`src/rtl/timer_pkg.sv`:
```
// Shared definitions for the two-digit BCD up/down timer: state encoding,
// display codes and small BCD helpers.
package timer_pkg;

  // FSM state encoding, also driven straight onto the status LEDs.
  typedef enum logic [1:0] {
    ST_IDLE  = 2'b00,
    ST_RUN   = 2'b01,
    ST_HOLD  = 2'b10,
    ST_ALARM = 2'b11
  } state_t;

  // Hexdigit decoder code that turns a digit off.
  localparam logic [4:0] BLANK = 5'd20;

  // Largest legal value of one BCD digit.
  localparam logic [3:0] BCD_MAX = 4'd9;

  // True when a nibble holds a decimal digit (0-9).
  function automatic logic digit_is_bcd(input logic [3:0] d);
    return (d <= BCD_MAX);
  endfunction

  // True when both nibbles of a {tens, ones} byte are decimal digits.
  function automatic logic byte_is_bcd(input logic [7:0] b);
    return digit_is_bcd(b[7:4]) && digit_is_bcd(b[3:0]);
  endfunction

  // Widen a BCD digit to the 5-bit hexdigit input code.
  function automatic logic [4:0] digit_code(input logic [3:0] d);
    return {1'b0, d};
  endfunction

endpackage

```
`src/rtl/bcd_digit_step.sv`:
```
// One BCD digit stepper: increments or decrements a single decimal digit
// and reports the carry (9 -> 0 going up) or borrow (0 -> 9 going down)
// into the next more significant digit. A non-decimal input is forced to 0
// and never produces a carry or borrow, so a corrupted digit heals itself
// on the next step.
module bcd_digit_step
  import timer_pkg::*;
(
  input  logic [3:0] digit,
  input  logic       en,
  input  logic       up,
  output logic [3:0] next,
  output logic       carry_borrow
);

  // Next digit value and carry/borrow out for one step in either direction.
  always_comb begin
    next         = digit;
    carry_borrow = 1'b0;
    if (!digit_is_bcd(digit)) begin
      next = 4'd0;
    end else if (en) begin
      if (up) begin
        if (digit == BCD_MAX) begin
          next         = 4'd0;
          carry_borrow = 1'b1;
        end else begin
          next = digit + 4'd1;
        end
      end else begin
        if (digit == 4'd0) begin
          next         = BCD_MAX;
          carry_borrow = 1'b1;
        end else begin
          next = digit - 4'd1;
        end
      end
    end
  end

endmodule

```
`src/rtl/bcd_countdown_timer.sv`:
```
// Two-digit BCD up/down timer (00-99) stepped by the 1 Hz clock.
// Slide switches select run/pause, direction, reload and display blanking.
// Counting down to 00 raises an alarm that blinks the display until it is
// acknowledged (start=0) or times out after ALARM_LEN edges, after which
// the timer reloads PRESET and waits in IDLE.
module bcd_countdown_timer
  import timer_pkg::*;
#(
  parameter logic [7:0] PRESET    = 8'h30,
  parameter logic [3:0] ALARM_LEN = 4'd10
) (
  input  logic       clk_1hz,
  input  logic       rst,
  input  logic       start,
  input  logic       up,
  input  logic       load,
  input  logic       hide,
  output logic [4:0] data_0,
  output logic [4:0] data_1,
  output logic [1:0] state_o,
  output logic       done
);

  state_t     state;
  logic [3:0] tens;
  logic [3:0] ones;
  logic       blink;
  logic [3:0] alarm_cnt;

  logic       step_en;
  logic [3:0] ones_next;
  logic [3:0] tens_next;
  logic       ones_cb;
  logic       tens_cb;
  logic       at_one;
  logic       underflow;
  logic       alarm_exit;

  // A step happens only on an edge where the timer is already running and
  // start is still high; entering RUN from IDLE/HOLD never steps.
  assign step_en = (state == ST_RUN) && start;

  bcd_digit_step u_ones (
    .digit        (ones),
    .en           (step_en),
    .up           (up),
    .next         (ones_next),
    .carry_borrow (ones_cb)
  );

  bcd_digit_step u_tens (
    .digit        (tens),
    .en           (ones_cb),
    .up           (up),
    .next         (tens_next),
    .carry_borrow (tens_cb)
  );

  // Counting down: reaching 00 from 01 raises the alarm, and a borrow out of
  // the tens digit means we were already at 00 (e.g. PRESET=00), which also
  // alarms instead of wrapping to 99. Counting up, 99 wraps silently to 00.
  assign at_one     = (tens == 4'd0) && (ones == 4'd1);
  assign underflow  = !up && tens_cb;
  assign alarm_exit = !start || (alarm_cnt == (ALARM_LEN - 4'd1));

  // Timer FSM and BCD count register; reload has priority over everything.
  always_ff @(posedge clk_1hz or negedge rst) begin
    if (!rst) begin
      assert (byte_is_bcd(PRESET))
        else $error("PRESET must hold two BCD digits");
      assert (ALARM_LEN != 4'd0)
        else $error("ALARM_LEN must be 1-15");
      state     <= ST_IDLE;
      tens      <= PRESET[7:4];
      ones      <= PRESET[3:0];
      done      <= 1'b0;
      blink     <= 1'b0;
      alarm_cnt <= 4'd0;
    end else if (load) begin
      state     <= ST_IDLE;
      tens      <= PRESET[7:4];
      ones      <= PRESET[3:0];
      done      <= 1'b0;
      blink     <= 1'b0;
      alarm_cnt <= 4'd0;
    end else begin
      case (state)
        ST_IDLE: begin
          if (start) begin
            state <= ST_RUN;
          end
        end

        ST_RUN: begin
          if (!start) begin
            state <= ST_HOLD;
          end else if (!up && (at_one || underflow)) begin
            state     <= ST_ALARM;
            tens      <= 4'd0;
            ones      <= 4'd0;
            done      <= 1'b1;
            blink     <= 1'b0;
            alarm_cnt <= 4'd0;
          end else begin
            tens <= tens_next;
            ones <= ones_next;
          end
        end

        ST_HOLD: begin
          if (start) begin
            state <= ST_RUN;
          end
        end

        ST_ALARM: begin
          if (alarm_exit) begin
            state     <= ST_IDLE;
            tens      <= PRESET[7:4];
            ones      <= PRESET[3:0];
            done      <= 1'b0;
            blink     <= 1'b0;
            alarm_cnt <= 4'd0;
          end else begin
            blink     <= ~blink;
            alarm_cnt <= alarm_cnt + 4'd1;
          end
        end

        default: begin
          state <= ST_IDLE;
        end
      endcase
    end
  end

  // Display mux: blanking wins, the alarm flashes 00, otherwise show the count.
  always_comb begin
    data_0 = digit_code(ones);
    data_1 = digit_code(tens);
    if (hide) begin
      data_0 = BLANK;
      data_1 = BLANK;
    end else if (state == ST_ALARM) begin
      data_0 = blink ? BLANK : digit_code(4'd0);
      data_1 = blink ? BLANK : digit_code(4'd0);
    end
  end

  assign state_o = state;

endmodule

```
`config.mk`:
```
export PLATFORM = sky130hd
export DESIGN_NAME = bcd_countdown_timer
export DESIGN_NICKNAME = d
export VERILOG_FILES = /design/src/rtl/timer_pkg.sv /design/src/rtl/bcd_digit_step.sv /design/src/rtl/bcd_countdown_timer.sv
export SDC_FILE = /design/constraint.sdc
export NUM_CORES = 1
export LEC_CHECK = 0
export CAP_MARGIN = 5
export CORE_UTILIZATION = 34
export DETAILED_ROUTE_END_ITERATION = 8
export SYNTH_ARGS = -nofsm -noshare
export SYNTH_HDL_FRONTEND = slang
export SYNTH_SLANG_ARGS = --single-unit
```
`constraint.sdc`:
```
create_clock -name clk_1hz -period 2.1 [get_ports clk_1hz]
set_clock_uncertainty 0.1 [all_clocks]
set_input_delay 0.21 -clock clk_1hz [delete_from_list [all_inputs] [get_ports clk_1hz]]
set_output_delay 0.21 -clock clk_1hz [all_outputs]
set_load 0.03 [all_outputs]
```
==> results.py <==
metrics = {
    "detailed_routing": {
        "vias_per_cell": 5.42,
        "ant_nets": 0,
        "routed_wl_mm": 3.19,
        "wire_per_inst_um": 13.8,
        "drtIter0Drc": 71,
        "via_count": 1253,
        "first_pass_iters": 4,
        "drc": 0,
    },
    "clock_network": {
        "clkLatencyLatePin_ns": 0.25,
        "cts_tree": "done",
        "cts_buffer_depth": 2,
        "cts_setup_buffers": 0,
        "cts.htree.levels": 1,
        "root_buffer": "clkbuf_8",
        "holdBufCountCts": 0,
        "clock_sinks": 16,
        "cts_made_buffers": 3,
        "path_clk_slew_ns": 0.07,
    },
    "placed_design": {
        "io_buffers": 18,
        "placedInstanceArea_mm2": 0.00161,
        "gp_congestion": 0.872,
        "hpwlAfterDp_mm": 2.46,
    },
    "synth": {
        "syn-num-nets": 165,
        "ys_seq_elements": 16,
        "netlist.top_cell.by_area": "dfrtp_1",
        "yosys_most_used_dff": "dfrtp_1",
        "async_flop_share_pct": 100,
        "synth-seq-area-share_pct": 31.8,
        "synth_top_area_share_pct": 27.7,
        "ys_warn_count": 0,
        "synth_cell_types": 44,
        "synth_edf_count": 0,
        "syn_inst": 152,
        "synthTopCellsByArea": "dfrtp_1 (28%), ha_1 (6.9%), nor2_1 (5.6%)",
        "netlist_area_mm2": 0.00127,
        "syn_avg_cell_area_um2": 8.33,
    },
    "layout": {
        "nets": 199,
        "drive_above_1_share_pct": 19.5,
        "fin_area_mm2": 0.00166,
        "syn_to_final_growth_pct": 31.4,
        "antennaDiodeCount": 0,
        "fill_cells": 353,
    },
    "power": {
        "p_int_mw": 0.910,
        "seq_power_share_pct": 33.4,
        "p_sw_mw": 0.688,
        "ir_worst_vdd_mv": 0.410,
        "power_density_mw_per_mm2": 960,
        "power_mw": 1.60,
        "p_clk_share_pct": 17.5,
        "swShare_pct": 43.1,
        "leakage_nw": 0.737,
        "p_comb_share_pct": 49.1,
    },
    "global_route": {
        "grt_pass1_wl_mm": 5.48,
        "antenna_found_initial": 0,
        "grt_pass1_vias": 1235,
        "grt_max_degree": 17,
        "grt_usage_pct": 17.3,
        "grt-ovfl-total": 0,
    },
    "die": {
        "core-area_mm2": 0.00344,
        "die_area_mm2": 0.00397,
        "ios": 19,
        "die_y_um": 63.0,
        "rows": 21,
        "die_x_um": 63.0,
        "floorplan.initialDensity_pct": 36.8,
    },
    "min_path": {
        "hold_path_class": "input port to asynchronous set/reset pin",
    },
    "worst_setup_path": {
        "path_class": "register to output pin",
        "start_kind": "register",
        "end_kind": "output pin",
        "critPathMaxFanout": 5,
        "worstPathRequired_ns": 1.79,
        "arrival_ns": 1.72,
    },
    "sta": {
        "period_share_pct": 96.7,
        "slew_headroom_pct": 72.0,
        "finalHoldViolCount": 0,
        "max_freq_mhz": 492,
        "rsz0062_at_grt": "false",
        "tightest_slew_ns": 0.420,
        "min_period_ns": 2.03,
        "finalMaxSlewViolations": 0,
        "setup_viol": 0,
    },
    "run": {
        "max-cap-violations": 0,
    },
    "outcome": {
        "outcome": "complete, no violations",
    },
}
## cells in the mapped netlist (3+ instances only)
library cell,n
dfrtp_1,14
nor3_1,8
a31oi_1,4
o21a_1,3
o21ai_0,11
o21ai_1,3
ha_1,7
buf_2,5
nand2_1,7
inv_1,7
nor2b_1,3
nor2_1,19
and2_1,6
nand4_1,3
nand3_1,4
a21o_1,4
a21oi_1,10
## sequential cells by signal, indices dropped and copies added (netlist names)
name and count:
tens 4, ones 4, blink 1, state_o 2
done 1, alarm_cnt 4
## per-layer routing
metal  track usage (%)  up-vias  share of wire (%)
met5                 0        -                  0
met4              5.81        0                1.6
met3              4.01        6                5.4
met2              28.2       43                 46
met1              22.3      586                 47
li1                  -      618                  -
## area by class of cell
cell class                      count  area, µm²  share of cell area, %
Timing Repair Buffer               37        319                   19.2
Tap cell                           46       57.6                   3.46
Sequential cell                    16        403                   24.2
Inverter                            7       26.3                   1.58
Clock buffer                        4       55.1                   3.31
Multi-Input combinational cell    121        803                   48.3
## kinds of logic after synthesis
logic type / Yosys count / synth area share [%]
and+or+nand+nor: 60 / 26.6
AOI/OAI and AO/OA: 49 / 25.4
DFF: 16 / 31.8
buffers and inverters: 15 / 5.24
adders and majority gates: 7 / 6.92
muxes: 4 / 3.36
xor gates and xnor gates: 1 / 0.692
## power groups by stage
stage                     Combinational [mW]  Sequential, mW  Clock [mW]
after floorplan                        0.557           0.473           0
after global placement                 0.763           0.531           0
after detailed placement               0.786           0.530           0
after CTS                              0.771           0.524       0.292
after global routing                   0.855           0.546       0.305
final                                  0.784           0.534       0.280
## placed cells by master (no fill, tap or decap), drive strengths merged, types with 2 or more instances in the layout
master	count
nor3	8
inv	7
nor4b	2
buf	19
dfstp	2
and2	6
o31ai	2
a31oi	4
nand3b	2
nand4	3
o21ai	14
clkbuf	4
a21oi	10
dlygate4sd2	7
nor2b	3
clkdlybuf4s50	9
a21o	4
nand2	7
mux2i	2
o21a	4
ha	7
nand3	4
nor2	19
mux2	2
dlymetal6s2s	2
dfrtp	14
## what timing repair did
item,CTS,global route
resized for setup,7,6
hold endpoints to repair,0,0
setup endpoints to repair,8,11
## final timing paths
kind | start | end | slack, ns | depth (start not counted)
min reg2reg | done | done | 0.40 | 1
max | tens[1] | data_1[1] | 0.07 | 3
min | rst | alarm_cnt[2] | 0.17 | 2
max in group asynchronous | rst | tens[0] | 1.48 | 2
min in group clk_1hz | done | done | 0.40 | 1
max reg2reg | ones[3] | done | 0.14 | 5
## per-stage QoR
step	utilization, %	std cells	setup WS [ns]	setup TNS, ns	hold slack (ns)
2_1_floorplan	-	152	0.164	0	-0.186
6_report	48.3	231	0.0687	0	0.171
3_3_place_gp	46.7	227	-0.0238	-0.0290	0.389
3_5_place_dp	46.7	227	-0.0170	-0.0170	0.396
5_1_grt	48.3	231	0.0213	0	0.208
4_1_cts	48.0	231	0.00326	0	0.173
## critical path, stage by stage, from the launching register on
cell             delay [ns]
dfstp_2                0.54
inv_2                  0.06
nor3_1                 0.17
clkdlybuf4s50_1        0.70
Note: power is estimated with default switching activity, not from simulation.
